### config.mk
export PLATFORM = sky130hd
export DESIGN_NAME = ps2_host_tx
export DESIGN_NICKNAME = d
export VERILOG_FILES = /design/src/rtl/ps2_host_tx.sv
export SDC_FILE = /design/constraint.sdc
export NUM_CORES = 1
export LEC_CHECK = 0
export BUFFER_PORTS_ARGS = -buffer_cell sky130_fd_sc_hd__buf_2
export CORE_ASPECT_RATIO = 1.1
export CORE_UTILIZATION = 32
export DETAILED_ROUTE_END_ITERATION = 8
export SYNTH_ARGS = -nofsm -noshare
export SYNTH_HDL_FRONTEND = slang
export SYNTH_SLANG_ARGS = --single-unit
### constraint.sdc
create_clock -name clk -period 2.45 [get_ports clk]
set_clock_uncertainty 0.1 [all_clocks]
set_input_delay 0.245 -clock clk [delete_from_list [all_inputs] [get_ports clk]]
set_output_delay 0.245 -clock clk [all_outputs]
set_load 0.01 [all_outputs]
### src/rtl/ps2_host_tx.sv
// PS/2 host-to-device transmitter.
// Sends one command byte to the attached keyboard: inhibits the clock line,
// issues a request-to-send, shifts out data/parity/stop on device clock
// falling edges, then checks the device ACK and waits for both lines to idle.
// The *_oe outputs only ever pull a line low; the top level turns them into
// open-collector pin drives.
`timescale 1ns/1ps
module ps2_host_tx #(
    parameter int INHIBIT_CYCLES = 5000,
    parameter int TIMEOUT_CYCLES = 750000,
    parameter int CNT_W          = 20
) (
    input  logic       clk,
    input  logic       reset,
    input  logic       send,
    input  logic [7:0] cmd_byte,
    input  logic       ps2_clk_in,
    input  logic       ps2_dat_in,
    output logic       ps2_clk_oe,
    output logic       ps2_dat_oe,
    output logic       busy,
    output logic       done,
    output logic       error
);

    typedef enum logic [2:0] {
        S_IDLE,
        S_INHIBIT,
        S_REQ,
        S_TX,
        S_ACK,
        S_WAIT_IDLE
    } state_t;

    localparam logic [CNT_W-1:0] INHIBIT_LAST = CNT_W'(INHIBIT_CYCLES - 1);
    localparam logic [CNT_W-1:0] TIMEOUT_LAST = CNT_W'(TIMEOUT_CYCLES - 1);

    // Pin conditioning state
    logic clk_meta_reg, clk_sync_reg, clk_prev_reg;
    logic dat_meta_reg, dat_sync_reg;
    logic clk_fe;

    // Transmitter state
    state_t           state_reg,   state_next;
    logic [CNT_W-1:0] cnt_reg,     cnt_next;
    logic [9:0]       shift_reg,   shift_next;
    logic [3:0]       bit_idx_reg, bit_idx_next;
    logic             clk_oe_reg,  clk_oe_next;
    logic             dat_oe_reg,  dat_oe_next;
    logic             busy_reg,    busy_next;
    logic             done_reg,    done_next;
    logic             error_reg,   error_next;
    logic             timeout_armed;

    // Two-flop synchronizers plus a history flop for clock falling-edge detect.
    // They reset to 1 (idle bus level) so leaving reset never fakes an edge.
    always_ff @(posedge clk) begin
        if (reset) begin
            clk_meta_reg <= 1'b1;
            clk_sync_reg <= 1'b1;
            clk_prev_reg <= 1'b1;
            dat_meta_reg <= 1'b1;
            dat_sync_reg <= 1'b1;
        end else begin
            clk_meta_reg <= ps2_clk_in;
            clk_sync_reg <= clk_meta_reg;
            clk_prev_reg <= clk_sync_reg;
            dat_meta_reg <= ps2_dat_in;
            dat_sync_reg <= dat_meta_reg;
        end
    end

    assign clk_fe = clk_prev_reg & ~clk_sync_reg;

    // The watchdog only runs once the clock line has been released.
    assign timeout_armed = (state_reg == S_REQ) || (state_reg == S_TX) ||
                           (state_reg == S_ACK) || (state_reg == S_WAIT_IDLE);

    // State register and registered outputs
    always_ff @(posedge clk) begin
        if (reset) begin
            state_reg   <= S_IDLE;
            cnt_reg     <= '0;
            shift_reg   <= '0;
            bit_idx_reg <= '0;
            clk_oe_reg  <= 1'b0;
            dat_oe_reg  <= 1'b0;
            busy_reg    <= 1'b0;
            done_reg    <= 1'b0;
            error_reg   <= 1'b0;
        end else begin
            state_reg   <= state_next;
            cnt_reg     <= cnt_next;
            shift_reg   <= shift_next;
            bit_idx_reg <= bit_idx_next;
            clk_oe_reg  <= clk_oe_next;
            dat_oe_reg  <= dat_oe_next;
            busy_reg    <= busy_next;
            done_reg    <= done_next;
            error_reg   <= error_next;
        end
    end

    // Next-state and next-output logic; outputs are computed for the state
    // being entered so that every output comes straight from a flop.
    always_comb begin
        state_next   = state_reg;
        cnt_next     = cnt_reg;
        shift_next   = shift_reg;
        bit_idx_next = bit_idx_reg;
        clk_oe_next  = clk_oe_reg;
        dat_oe_next  = dat_oe_reg;
        busy_next    = busy_reg;
        done_next    = 1'b0;
        error_next   = 1'b0;

        case (state_reg)
            S_IDLE: begin
                busy_next   = 1'b0;
                clk_oe_next = 1'b0;
                dat_oe_next = 1'b0;
                if (send) begin
                    // Frame LSB first: data, odd parity, stop.
                    shift_next  = {1'b1, ~^cmd_byte, cmd_byte};
                    busy_next   = 1'b1;
                    cnt_next    = '0;
                    clk_oe_next = 1'b1;
                    state_next  = S_INHIBIT;
                end
            end

            S_INHIBIT: begin
                if (cnt_reg == INHIBIT_LAST) begin
                    // Request-to-send: start bit low, clock released.
                    clk_oe_next = 1'b0;
                    dat_oe_next = 1'b1;
                    cnt_next    = '0;
                    state_next  = S_REQ;
                end else begin
                    cnt_next = cnt_reg + 1'b1;
                end
            end

            S_REQ: begin
                cnt_next     = cnt_reg + 1'b1;
                bit_idx_next = '0;
                state_next   = S_TX;
            end

            S_TX: begin
                cnt_next = cnt_reg + 1'b1;
                if (clk_fe) begin
                    dat_oe_next  = ~shift_reg[0];
                    shift_next   = {1'b0, shift_reg[9:1]};
                    bit_idx_next = bit_idx_reg + 1'b1;
                    if (bit_idx_reg == 4'd9) begin
                        state_next = S_ACK;
                    end
                end
            end

            S_ACK: begin
                cnt_next = cnt_reg + 1'b1;
                if (clk_fe) begin
                    if (!dat_sync_reg) begin
                        state_next = S_WAIT_IDLE;
                    end else begin
                        error_next  = 1'b1;
                        busy_next   = 1'b0;
                        clk_oe_next = 1'b0;
                        dat_oe_next = 1'b0;
                        state_next  = S_IDLE;
                    end
                end
            end

            S_WAIT_IDLE: begin
                cnt_next = cnt_reg + 1'b1;
                if (clk_sync_reg && dat_sync_reg) begin
                    done_next  = 1'b1;
                    busy_next  = 1'b0;
                    state_next = S_IDLE;
                end
            end

            default: begin
                busy_next   = 1'b0;
                clk_oe_next = 1'b0;
                dat_oe_next = 1'b0;
                state_next  = S_IDLE;
            end
        endcase

        // Timeout wins over everything, including a simultaneous done.
        if (timeout_armed && (cnt_reg == TIMEOUT_LAST)) begin
            error_next  = 1'b1;
            done_next   = 1'b0;
            busy_next   = 1'b0;
            clk_oe_next = 1'b0;
            dat_oe_next = 1'b0;
            state_next  = S_IDLE;
        end
    end

    assign ps2_clk_oe = clk_oe_reg;
    assign ps2_dat_oe = dat_oe_reg;
    assign busy       = busy_reg;
    assign done       = done_reg;
    assign error      = error_reg;

endmodule

=== Word-level counts from Yosys, hierarchy flattened ===
Cells that the tools add are included.

* Logic and storage cells: 92
* Output and inout port bits: 5
* Bits of input ports: 13
* Bits in registers: 47

* Bitwise gates (word level): 7
* $add $sub $neg: 2
* Equality and inequality tests: 15
* Reduce and logical (&&, ||, !) cells: 23
* Mux-type cells: 31

{| class="wikitable"
|+ Operators by type and width
! cell !! count
|-
| 20-bit one-hot mux with 3 select lines || 1
|-
| 20-bit 2-to-1 mux || 2
|-
| 3-bit 2-to-1 mux || 7
|-
| 20-bit by 1-bit adder with 20-bit output, second input constant || 1
|-
| 20-bit by 13-bit == test with 1-bit output, second input constant || 1
|-
| 20-bit == test, second input constant || 1
|-
| 10-bit 2-to-1 mux || 2
|-
| 10-bit one-hot mux with 2 select lines || 1
|-
| 3-bit one-hot mux with 6 select lines || 1
|-
| 1-bit 2-to-1 mux || 12
|-
| 1-bit one-hot mux with 4 select lines || 3
|-
| 2-bit inequality test, second input constant || 5
|-
| 3-bit OR reduction || 3
|-
| 4-bit one-hot mux with 2 select lines || 1
|-
| 4-bit AND reduction || 2
|-
| 8-bit XNOR reduction || 1
|-
| 3-bit by 2-bit == test with 1-bit output, second input constant || 2
|-
| 3-bit == test, second input constant || 2
|-
| 1-bit NOT || 6
|-
| 6-bit AND reduction || 1
|-
| 5-bit AND reduction || 1
|-
| 4-bit by 1-bit adder with 4-bit output, second input constant || 1
|-
| 4-bit == test, second input constant || 1
|-
| 4-bit 2-to-1 mux || 1
|-
| other kinds (12) || 19
|}

=== Logic depth before layout (Yosys ltp) ===
* Word-level depth: 6
* Mapped depth: 7
* Gate-level depth less buffers: 6

=== Worst setup path before layout ===
Ideal clock, no wire load.

* Path type: flip-flop to flip-flop
* Start point: register cnt_reg[0]
* End point: register state_reg[1]
* Period minus slack after synthesis: 2.106 ns
* Path buffers: 0
* Arrival: 1.903 ns
* Path slack: 0.344 ns
* Required time: 2.247 ns
* Cell stages (with the launch flop): 7
* Cell sequence: dfxtp_1 -> ha_1 -> or4bb_1 -> nor4_4 -> a311o_2 -> a31oi_1 -> a2111oi_2

* Longest elaborated chain between the ends: 3
* Elaborated cells between the ends (all ways): 6

{| class="wikitable"
|+ RTL lines
! element !! line !! RTL
|-
| from (decl) || 45 || <nowiki>logic [CNT_W-1:0] cnt_reg, cnt_next;</nowiki>
|-
| from (signal assigned) || 93 || <nowiki>cnt_reg <= cnt_next;</nowiki>
|-
| 20-bit by 13-bit == test with 1-bit output or 20-bit == test (tied branches) || 133, 195 ||
|-
| 2-bit inequality test (no source line) or 1-bit logical AND (tied branches) || -- ||
|-
| 6-bit AND reduction (no source line) or 2-bit OR reduction (tied branches) || -- ||
|-
| to (signal assigned) || 92 || <nowiki>state_reg <= state_next;</nowiki>
|-
| to (decl) || 44 || <nowiki>state_t state_reg, state_next;</nowiki>
|}

Parallel ways exist; a longest one is shown, timed or not.
A chain may end at the register's enable or synchronous reset.

=== Final worst setup path ===
Ends and elaborated chain as after synthesis.

==> flow_summary_export.csv <==
group,metric,value,unit
place,gp_congestion,0.822,
critical_path,cp_cell_sequence,"ha_1 > or4bb_1 > nor4_4 > a311o_2 > a31oi_1 > a2111oi_2",
critical_path,timing.critical_path.from_type,"flop",
detailed_routing,drc_errors,2,
global_routing,antenna_found_initial,0,
die,core_area,7090,µm²
synth,postSynth.asyncResetShare,0,%
die,total_die_area,7710,µm²
finish,proportion_of_layout_cells_with_a_drive_suffix_above_1,16.5,%
pwr,power.ir.vdd_worst,0.339,mV
pwr,power_density,623,nW/µm²
die,floorplan.die.height,92.0,µm
critical_path,crit_arrival,2360,ps
global_routing,grt_overflow_total,0,
pwr,share_seq_of_total_power,50.6,%
die,num_io_pins,18,
clock_network,cts_htree_levels,2,
die,die_w,83.8,µm
critical_path,timing.critical_path.buf_inv,0,
synth,syn_area,2360,µm²
synth,synth_top_flop_cell,"dfxtp_1",
timing,maxSlewViolCount,0,
synth,postSynthNetCount,299,
detailed_routing,detail_route.first_pass.iterations,6,
detailed_routing,vias_per_cell,5.24,
finish,largest_register_ff_count,20,
critical_path,top_delay_family_on_crit_path,"simple AND/OR/NAND/NOR gates",
timing,slew-limit-headroom,60.1,%
clock_network,clock_insertion_delay_worst_skew,290,ps
pwr,pwr-share-comb,16.1,%
die,floorplan.initialDensity,33.3,%
clock_network,tritoncts,"yes",
critical_path,critical-path-max-stage-delay,550,ps
timing,rsz0062_at_grt,"no",
place,port_buffers,17,
detailed_routing,wl_per_cell,12.9,µm
synth,synth-seq-cells,47,
clock_network,post_cts_resize_count,0,
synth,portion_of_synthesized_cell_area_occupied_by_the_leading_cell_type,39.9,%
critical_path,timing.critical_path.slowest_stage_cell,"or4bb_1",
synth,synth_seq_area_share,39.9,%
place,hpwlAfterDp,3.54,mm
detailed_routing,dr_total_vias,2034,
outcome,status,"complete, but fails checks",
global_routing,track_usage,13.5,%
timing,period_share,92.4,%
timing,fin_setup_tns,0,ps
finish,mostFrequentLayoutCell,"dfxtp_1",
finish,layout.nets,319,
pwr,share_clk_of_total_power,33.3,%
pwr,switchingPower,0.443,mW
synth,synthDistinctLibCells,54,
timing,worst_slew_pin_slew,598,ps
timing,final_report_hold_violation_count,0,
clock_network,clock_tree.root_cell,"clkbuf_8",
synth,synth_top_cell_by_area,"dfxtp_1",
synth,synth_cells,283,
place,placedCellCount,381,
run,max_cap_viol_count,0,
synth,ys_top_cells_by_area,"dfxtp_1 (40%), nor2_1 (6.5%), nand2_1 (5.7%), xor2_1 (4.5%), a311oi_1 (3.7%)",
timing,hold_slack,25.7,ps
timing,layout_min_cycle_time,2260,ps
pwr,switching_share,26.7,%
detailed_routing,first_iter_violations,96,
clock_network,clock_tree.buffer_depth,2,
clock_network,hold_buffers,0,
place,placed_inst_area,2560,µm²
finish,syn2layout_area_growth,12.8,%
global_routing,grt_pass1_vias,1757,
worst_hold_path,hold_path.class,"input port to flop",
clock_network,clock-sinks,47,
detailed_routing,wirelength_routed,5.02,mm
clock_network,post_cts_buffers,0,
critical_path,worstSetupEndpointType,"flop",
critical_path,critPathRequiredTime,2550,ps
pwr,power.total,1.66,mW
finish,design_area,2660,µm²
timing,timing.final.setup_violations,0,
detailed_routing,drt.antenna.violating_nets,0,
finish,antenna_cells,0,
timing,fmax,442,MHz
clock_network,number_of_clock_buffers_inserted_by_tritoncts,5,
die,rows,32,
global_routing,grt_start_max_net_pins,28,
pwr,leakagePower,0.959,nW
clock_network,clk_pin_slew_worst_paths,80,ps
synth,synthesis.yosys.warnings,0,
finish,final_cell_mix,"dfxtp_1 (47), nor2_1 (41), nand2_1 (36)",
synth,synthesized_area_per_cell,8.33,µm²
synth,synth-edff-count,0,
global_routing,first_pass_grt_wire_length,8.47,mm
outcome,failing_checks,"design-rule violations",
critical_path,critical_path_peak_fanout,4,
pwr,p_int,1.22,mW
finish,fin_cells,388,
critical_path,timing_worst_setup_path_type,"flop to flop",
[metrics by stage]
| step | setup slack (ps) | utilization [%] |
|---|---|---|
| 2_1_floorplan | 344 | - |
| 3_3_place_gp | 255 | 36.1 |
| 3_5_place_dp | 198 | 36.1 |
| 4_1_cts | 174 | 37.5 |
| 5_1_grt | 23.2 | 37.5 |
| 6_report | 186 | 37.5 |
[cell usage after synthesis (all sizes together) (4+ instances only)]
master  instances
a311oi         10
buf             8
or2             5
nand3          13
xnor2           8
o21ai           7
dfxtp          47
nor3            4
nand4          11
inv             8
a21oi          16
nand2          36
clkbuf          5
nor2           41
a31oi           4
nand2b          4
xor2           12
[routing by layer]
metal / vias to the layer above / global-route usage [%] / wire [µm]
li1: 1048 / - / -
met1: 948 / 19.3 / 2600
met2: 36 / 20.8 / 2240
met3: 2 / 2.43 / 151
met4: 0 / 3.88 / 30
met5: - / 0 / 0
[worst reg2reg max path: stages, from the launching register on]
cell,delay (ps)
dfxtp_1,370
ha_1,220
or4bb_1,550
nor4_4,270
a311o_2,240
a31oi_1,90
a2111oi_2,340
[kinds of logic (layout without fill, tap and decap cells)]
logic type | Yosys count | after routing | share of synthesized area [%]
simple gates | 136 | 136 | 29.4
compound gates | 55 | 55 | 17.4
flops | 47 | 47 | 39.9
buf+inv | 21 | 41 | 3.82
xor+xnor | 20 | 20 | 7.43
fa+ha+maj | 3 | 3 | 1.59
mux | 1 | 1 | 0.478
[final timing paths]
kind | end | start | slack (ps) | depth (start not counted)
min reg2reg | dat_sync_reg | dat_meta_reg | 320 | 1
min | dat_meta_reg | ps2_dat_in | 30 | 2
max reg2reg | state_reg[1] | cnt_reg[0] | 190 | 6
max | state_reg[1] | cnt_reg[0] | 190 | 6
[area by class of cell]
cell class,count,area [µm²]
clock buffer,6,72.6
clock inverter,1,30.0
fill,732,4430
inverter,8,30.0
multi-input combinational,215,1330
sequential,47,941
tap,85,106
timing repair buffer,26,153
[power by group through the flow]
| stage | sequential [mW] | combinational, mW | clock [mW] |
|---|---|---|---|
| floorplan | 0.844 | 0.208 | 0 |
| detailed placement | 0.856 | 0.268 | 0 |
| CTS | 0.838 | 0.269 | 0.565 |
| global placement | 0.855 | 0.264 | 0 |
| global route | 0.845 | 0.297 | 0.606 |
| finish | 0.839 | 0.267 | 0.552 |
Power figures use the tool's default switching activity.
